===== config.mk =====
export PLATFORM = sky130hd
export DESIGN_NAME = parking_gate_scheduler
export DESIGN_NICKNAME = d
export VERILOG_FILES = /design/src/rtl/parking_pkg.sv /design/src/rtl/parking_rr_arbiter.sv /design/src/rtl/parking_gate_scheduler.sv
export SDC_FILE = /design/constraint.sdc
export NUM_CORES = 1
export LEC_CHECK = 0
export ABC_AREA = 1
export CAP_MARGIN = 0
export CORE_UTILIZATION = 30
export DETAILED_ROUTE_END_ITERATION = 8
export SYNTH_ARGS = -nofsm -noshare
export SYNTH_HDL_FRONTEND = slang
export SYNTH_HIERARCHICAL = 1
export SYNTH_SLANG_ARGS = --single-unit

===== constraint.sdc =====
create_clock -name clk -period 5.1 [get_ports clk]
set_clock_uncertainty 0.2 [all_clocks]
set_input_delay 1.02 -clock clk [delete_from_list [all_inputs] [get_ports clk]]
set_output_delay 1.02 -clock clk [all_outputs]
set_load 0.01 [all_outputs]

===== src/rtl/parking_pkg.sv =====
// -----------------------------------------------------------------------------
// parking_pkg
// Shared types and constants for the parking gate scheduler.
//   sched_state_e   : scheduler FSM state encoding
//   DIR_ENTRY/EXIT  : meaning of a gate_dir bit
//   MAX_CAP_PARKING : capacity of the occupancy core this block fronts
//   idx_width()     : index width for a gate count (at least 1 bit)
// -----------------------------------------------------------------------------
package parking_pkg;

  typedef enum logic [2:0] {
    ST_IDLE   = 3'd0,
    ST_CHECK  = 3'd1,
    ST_DENY   = 3'd2,
    ST_OPEN   = 3'd3,
    ST_COMMIT = 3'd4,
    ST_SETTLE = 3'd5,
    ST_ABORT  = 3'd6
  } sched_state_e;

  localparam logic DIR_ENTRY       = 1'b1;
  localparam logic DIR_EXIT        = 1'b0;
  localparam int   MAX_CAP_PARKING = 700;

  function automatic int idx_width(input int n);
    return (n > 1) ? $clog2(n) : 1;
  endfunction

endpackage


===== src/rtl/parking_rr_arbiter.sv =====
// -----------------------------------------------------------------------------
// parking_rr_arbiter
// Combinational round-robin pick: returns the first asserted request at or
// after ptr, wrapping past the last gate back to gate 0.
// Ports:
//   req         in  NUM_GATES  request vector
//   ptr         in  IDX_W      gate with highest priority this round
//   grant_idx   out IDX_W      selected gate (0 when nothing is requested)
//   grant_valid out 1          at least one request present
// -----------------------------------------------------------------------------
module parking_rr_arbiter
  import parking_pkg::*;
#(
  parameter int NUM_GATES = 4,
  parameter int IDX_W     = idx_width(NUM_GATES)
) (
  input  logic [NUM_GATES-1:0] req,
  input  logic [IDX_W-1:0]     ptr,
  output logic [IDX_W-1:0]     grant_idx,
  output logic                 grant_valid
);

  // cand[k] is the gate that sits k places after ptr in priority order.
  logic [IDX_W-1:0]     cand [NUM_GATES];
  logic [NUM_GATES-1:0] hit;

  for (genvar gi = 0; gi < NUM_GATES; gi++) begin : g_cand
    assign cand[gi] = IDX_W'((int'(ptr) + gi) % NUM_GATES);
    assign hit[gi]  = req[cand[gi]];
  end

  // Scan from lowest priority to highest so the nearest hit overwrites.
  always_comb begin
    grant_idx   = '0;
    grant_valid = 1'b0;
    for (int off = NUM_GATES - 1; off >= 0; off--) begin
      if (hit[off]) begin
        grant_idx   = cand[off];
        grant_valid = 1'b1;
      end
    end
  end

endmodule


===== src/rtl/parking_gate_scheduler.sv =====
// -----------------------------------------------------------------------------
// parking_gate_scheduler
// Shares one parking occupancy core among NUM_GATES barrier gates. One request
// is served at a time (round-robin); entry needs the class vacancy flag, exit
// needs a non-zero class count. An accepted request opens the barrier until the
// passage sensor fires (commit pulse to the core) or PASS_TIMEOUT expires.
//
// Ports:
//   clk, start (async active-low reset)
//   gate_req/gate_dir/gate_is_uni/gate_passed  in  per-gate sensor side
//   uni_is_vacated_space, is_vacated_space     in  core vacancy flags
//   uni_car_parked, parked_car                 in  core counts (CNT_W)
//   car_entered/car_exited + is_uni_* quals    out commit pulses to the core
//   gate_ack/gate_deny                         out per-gate one-cycle pulses
//   gate_open                                  out barrier level, one-hot or 0
//   busy                                       out FSM not idle
// Optional (macro PARKING_SCHED_STATS_EN):
//   deny_count, timeout_count                  out saturating event counters
// -----------------------------------------------------------------------------
module parking_gate_scheduler
  import parking_pkg::*;
#(
  parameter int NUM_GATES    = 4,
  parameter int PASS_TIMEOUT = 16,
  parameter int CNT_W        = 16
) (
  input  logic                 clk,
  input  logic                 start,
  input  logic [NUM_GATES-1:0] gate_req,
  input  logic [NUM_GATES-1:0] gate_dir,
  input  logic [NUM_GATES-1:0] gate_is_uni,
  input  logic [NUM_GATES-1:0] gate_passed,
  input  logic                 uni_is_vacated_space,
  input  logic                 is_vacated_space,
  input  logic [CNT_W-1:0]     uni_car_parked,
  input  logic [CNT_W-1:0]     parked_car,
  output logic                 car_entered,
  output logic                 car_exited,
  output logic                 is_uni_car_entered,
  output logic                 is_uni_car_exited,
  output logic [NUM_GATES-1:0] gate_ack,
  output logic [NUM_GATES-1:0] gate_deny,
  output logic [NUM_GATES-1:0] gate_open,
  output logic                 busy
`ifdef PARKING_SCHED_STATS_EN
  ,
  output logic [CNT_W-1:0]     deny_count,
  output logic [CNT_W-1:0]     timeout_count
`endif
);

  localparam int IDX_W   = idx_width(NUM_GATES);
  localparam int TIMER_W = $clog2(PASS_TIMEOUT + 1);

  sched_state_e         state_q;
  logic [IDX_W-1:0]     rr_ptr_q;
  logic [IDX_W-1:0]     idx_q;
  logic                 dir_q;
  logic                 uni_q;
  logic [TIMER_W-1:0]   timer_q;
  logic                 car_entered_q;
  logic                 car_exited_q;
  logic                 is_uni_car_entered_q;
  logic                 is_uni_car_exited_q;
  logic [NUM_GATES-1:0] gate_ack_q;
  logic [NUM_GATES-1:0] gate_deny_q;
  logic [NUM_GATES-1:0] gate_open_q;

  logic [IDX_W-1:0]     grant_idx;
  logic                 grant_valid;
  logic                 check_ok_d;
  logic [IDX_W-1:0]     rr_ptr_d;
  logic [NUM_GATES-1:0] idx_onehot_d;

  parking_rr_arbiter #(
    .NUM_GATES (NUM_GATES),
    .IDX_W     (IDX_W)
  ) u_arb (
    .req         (gate_req),
    .ptr         (rr_ptr_q),
    .grant_idx   (grant_idx),
    .grant_valid (grant_valid)
  );

  // Admission decision against the class (uni/public) of the latched request.
  always_comb begin
    if (dir_q == DIR_ENTRY) begin
      check_ok_d = uni_q ? uni_is_vacated_space : is_vacated_space;
    end else begin
      check_ok_d = uni_q ? (uni_car_parked != '0) : (parked_car != '0);
    end
  end

  // The served gate drops to lowest priority for the next round.
  assign rr_ptr_d     = (idx_q == IDX_W'(NUM_GATES - 1)) ? '0 : idx_q + 1'b1;
  assign idx_onehot_d = {{(NUM_GATES-1){1'b0}}, 1'b1} << idx_q;

  always_ff @(posedge clk or negedge start) begin
    if (!start) begin
      state_q              <= ST_IDLE;
      rr_ptr_q             <= '0;
      idx_q                <= '0;
      dir_q                <= 1'b0;
      uni_q                <= 1'b0;
      timer_q              <= '0;
      car_entered_q        <= 1'b0;
      car_exited_q         <= 1'b0;
      is_uni_car_entered_q <= 1'b0;
      is_uni_car_exited_q  <= 1'b0;
      gate_ack_q           <= '0;
      gate_deny_q          <= '0;
      gate_open_q          <= '0;
    end else begin
      // Pulse outputs default low; only the transitions below raise them.
      gate_ack_q           <= '0;
      gate_deny_q          <= '0;
      car_entered_q        <= 1'b0;
      car_exited_q         <= 1'b0;
      is_uni_car_entered_q <= 1'b0;
      is_uni_car_exited_q  <= 1'b0;

      case (state_q)
        ST_IDLE: begin
          if (grant_valid) begin
            idx_q   <= grant_idx;
            dir_q   <= gate_dir[grant_idx];
            uni_q   <= gate_is_uni[grant_idx];
            state_q <= ST_CHECK;
          end
        end

        ST_CHECK: begin
          if (check_ok_d) begin
            gate_ack_q  <= idx_onehot_d;
            gate_open_q <= idx_onehot_d;
            timer_q     <= '0;
            state_q     <= ST_OPEN;
          end else begin
            gate_deny_q <= idx_onehot_d;
            state_q     <= ST_DENY;
          end
        end

        ST_DENY: begin
          rr_ptr_q <= rr_ptr_d;
          state_q  <= ST_IDLE;
        end

        ST_OPEN: begin
          // The commit pulse is raised on this edge so it is visible during
          // COMMIT, one cycle after the sensor pulse; the barrier closes with it.
          if (gate_passed[idx_q]) begin
            gate_open_q          <= '0;
            car_entered_q        <= (dir_q == DIR_ENTRY);
            car_exited_q         <= (dir_q == DIR_EXIT);
            is_uni_car_entered_q <= (dir_q == DIR_ENTRY) && uni_q;
            is_uni_car_exited_q  <= (dir_q == DIR_EXIT) && uni_q;
            state_q              <= ST_COMMIT;
          end else if (timer_q == TIMER_W'(PASS_TIMEOUT - 1)) begin
            gate_open_q <= '0;
            state_q     <= ST_ABORT;
          end else begin
            timer_q <= timer_q + 1'b1;
          end
        end

        ST_COMMIT: begin
          state_q <= ST_SETTLE;
        end

        // Quiet cycle so the core's counters/flags reflect the commit
        // before the next admission check.
        ST_SETTLE: begin
          rr_ptr_q <= rr_ptr_d;
          state_q  <= ST_IDLE;
        end

        ST_ABORT: begin
          gate_open_q <= '0;
          rr_ptr_q    <= rr_ptr_d;
          state_q     <= ST_IDLE;
        end

        default: begin
          gate_open_q <= '0;
          state_q     <= ST_IDLE;
        end
      endcase
    end
  end

  assign car_entered        = car_entered_q;
  assign car_exited         = car_exited_q;
  assign is_uni_car_entered = is_uni_car_entered_q;
  assign is_uni_car_exited  = is_uni_car_exited_q;
  assign gate_ack           = gate_ack_q;
  assign gate_deny          = gate_deny_q;
  assign gate_open          = gate_open_q;
  assign busy               = (state_q != ST_IDLE);

`ifdef PARKING_SCHED_STATS_EN
  logic [CNT_W-1:0] deny_count_q;
  logic [CNT_W-1:0] timeout_count_q;

  // Saturating counters: hold at all-ones rather than wrapping.
  always_ff @(posedge clk or negedge start) begin
    if (!start) begin
      deny_count_q    <= '0;
      timeout_count_q <= '0;
    end else begin
      if (state_q == ST_DENY && deny_count_q != '1) begin
        deny_count_q <= deny_count_q + 1'b1;
      end
      if (state_q == ST_ABORT && timeout_count_q != '1) begin
        timeout_count_q <= timeout_count_q + 1'b1;
      end
    end
  end

  assign deny_count    = deny_count_q;
  assign timeout_count = timeout_count_q;
`endif

endmodule


==> parameters.txt <==
Parameter                              Value

Status
  Outcome    completed

Global route
  Antenna violations before repair    0
  Wire length of the first global-routing pass    6.98 mm
  Tot GR Track Use    ~14%
  Global route overflow    0
  Via count of the first global-routing pass    1681
  Maximum number of pins on one net before global-route repair    31

Floorplanning
  Core footprint    5640 sq um
  Total Die Area    6280 sq um
  Ports placed on the boundary    69
  Initial cell density of the core    31.7%
  Standard-cell rows    27
  Die width    79.3 um
  Vert. Die Dim    approximately 80 um

Route
  Routed vias    about 1700
  M1 wire length    1.81 mm
  Routed length on met2    1.83 mm
  Antenna viol nets, final    0
  Wirelength per Cell    10.2 um
  Iteration-0 DRC count of the detailed router    53
  Met3 WL post-DR    218 um
  Drt total wl    3.95 mm
  DR vias/cell    approximately 4.4
  Uppermost layer routed    met4
  Number of optimization iterations in the first detailed-route pass    4
  DRC Markers    0

CTS
  CTS buffer count    5
  Post-CTS repair timing setup buffer count    0
  Maximum count of clock buffers along a single path    2
  Count of cells resized by post-cts repair    0
  CTS tree    built
  Clk sinks    30
  Clk Latency, worst-skew pair    between 0.2 and 0.3 ns
  Clock-pin slew reported for the worst setup and hold paths after clock tree synthesis    around 0.060 ns
  Root Buffer Master    clkbuf_8
  Total of hold buffers inserted after clock tree synthesis    0
  CTS H-tree depth    2

Placed design
  Total of buffers placed on input and output ports    68
  Estimated wirelength of the detail-placed design    3.20 mm
  Cell Area, Placed    2550 sq um
  Global placement routability congestion    ~0.80

Setup path
  Buffering stage count on the worst path with inverters included    3
  Cells traversed along the worst timing path    nor2_1 -> inv_2 -> nor2_1 -> inv_2 -> clkdlybuf4s50_1
  Data required time at the worst endpoint    3.88 ns
  CP Depth    5
  Worst setup startpoint    state_q[1]
  CP max stage delay    0.48 ns
  Worst flop-to-flop path startpoint    rr_ptr_q[0]
  Critical Path Fanout Max    5
  Top delay family on crit path    buffers and inverters
  Cell with the largest stage delay on the worst path    clkdlybuf4s50_1
  Type of destination of the critical path    output port
  Kind of critical path    flip-flop to output port
  Worst path arrival time    1.75 ns
  R2R Setup Slk    3.03 ns
  Worst Reg2Reg Path Length in Cells    13
  Startpoint Class    flip-flop
  Reg-to-reg critical path endpoint    dir_q

Timing
  Final Cycle Share    around three fifths
  TNS Setup    0 ns
  Slew Viols, Final    0
  Minimum period implied by the final worst setup slack    between 2 and 3 ns
  Hold slack final    0.273 ns
  Worst rel slew slack    about three quarters
  Final hold violation count    0
  Setup repair after global routing missed its margin    false
  Tightest Pin Transition    0.387 ns
  Final count of negative-setup-slack endpoints    0
  Max Clk Rate    337 MHz

Power
  Net switching fraction of the power    ~45%
  Power per standard cell area    449 nW/um^2
  Power spent charging and discharging nets    approximately 0.52 mW
  Leakage power total    1.24 nW
  Share of total power in sequential cells    31.2%
  Logic gate share of total power    a little over half
  Final Power    1.18 mW
  Cell-internal power    0.655 mW
  Largest voltage drop on the vdd net    188 uV
  Clk pwr share    approximately 15%

Worst hold path
  Source of the worst hold timing path    gate_open[1]
  Worst min-delay path category    flip-flop to flip-flop
  Hold-critical path endpoint    gate_open[1]
  Worst hold stages    2

Finish
  Number of diodes    0
  Layout net count    372
  Synth-to-Final Area Change    46.6%
  Post-route cell area    2630 sq um
  Post-Route Utilization    46.5%
  Share of layout cells above drive strength 1    15.0%
  Filler cell count    588

Yosys
  Cells after Synth    240
  Largest area contributor in the synthesized netlist    dfrtp_1
  Synthesized netlist net count    298
  Number of distinct library cells after synthesis    26
  Cell area after synthesis    1790 sq um
  Share of synthesized area occupied by flip-flops and latches    between 40% and 50%
  Share of the synthesized area in the top cell type    41.9%
  Flop and latch count out of synthesis    30
  Syn avg cell area    about 7.5 sq um
  Top cells by area in the synthesized netlist    dfrtp_1, nand2_1, nor2_1
  Synth Warn #    6

Run
  Max-capacitance violation count    0
-- synthesized netlist by cell type (all sizes together) --
| cell type | count |
|---|---|
| o32ai | 2 |
| nand3 | 22 |
| o21ai | 13 |
| nor2 | 47 |
| buf | 2 |
| ha | 6 |
| a21oi | 3 |
| and2 | 1 |
| nor3 | 4 |
| inv | 35 |
| dfrtp | 30 |
| mux2 | 1 |
| nor3b | 2 |
| nand2 | 70 |
| or2 | 2 |
-- layout by cell type, fill, tap and decap left out, types with 3 or more instances in the layout --
cell type and instances:
clkdlybuf4s50_1 68, nand2_1 58, nor2_1 42, dfrtp_1 30, nand3_1 21, inv_1 20
inv_2 14, nand2_2 9, ha_1 6, o21ai_1 5, o21ai_0 5, clkbuf_8 5
nor3_1 3, nor2_2 3, o21ai_2 3, a21oi_1 3, nand2_4 3
-- worst min-delay path: stages (launching register included) --
cell	delay, ns
dfrtp_1	0.34
nand2_1	0.05
nand2_1	0.05
-- flip-flops by register name, summed over array words and instances (netlist names) --
signal,flops
dir_q,1
timer_q,5
is_uni_car_entered,1
rr_ptr_q,2
gate_ack,4
state_q,3
gate_open,4
gate_deny,4
is_uni_car_exited,1
idx_q,2
car_entered,1
uni_q,1
car_exited,1
-- worst max-delay path by stage --
stage	end	slack, ns
6_report	busy	2.13
5_1_grt	busy	2.04
4_1_cts	busy	2.11
3_5_place_dp	dir_q	2.18
3_3_place_gp	uni_q	2.20
2_1_floorplan	dir_q	2.75
-- per-stage QoR --
step	std cells	setup slack, ns
final	386	2.13
after global routing	386	2.04
after CTS	386	2.11
after detailed placement	379	2.18
after global placement	379	2.20
after floorplan	240	2.75
-- power by group through the flow --
stage	registers [mW]	clock network, mW	logic [mW]
4_1_cts	0.369	0.186	0.642
3_3_place_gp	0.372	0	0.633
5_1_grt	0.379	0.198	0.727
3_5_place_dp	0.373	0	0.639
6_report	0.368	0.179	0.633
2_1_floorplan	0.364	0	0.457
-- cell families (layout without fill, tap and decap cells) --
logic type / count (synthesis) / after routing / synth area share, %
AOI/OAI and AO/OA: 18 / 18 / 6.08
adders and majority gates: 6 / 6 / 4.19
buffers and inverters: 37 / 111 / 8.74
muxes: 1 / 1 / 0.629
and+or+nand+nor: 148 / 148 / 38.4
DFF: 30 / 30 / 41.9
-- layer usage --
layer / up-vias / global-route usage, %
li1: 899 / -
met1: 735 / 16.7
met2: 42 / 24.8
met3: 7 / 3.33
met4: 0 / 6.00
met5: - / 0
-- layout make-up --
class	instances	area [sq um]	area share [%]
timing repair buffer	69	688	26.2
clock inverter	2	10.0	0.381
inverter	35	134	5.10
sequential	30	751	28.6
tap	72	90.1	3.43
multi-input combinational	173	883	33.7
clock buffer	5	68.8	2.62
(Power assumes the default switching activity.)
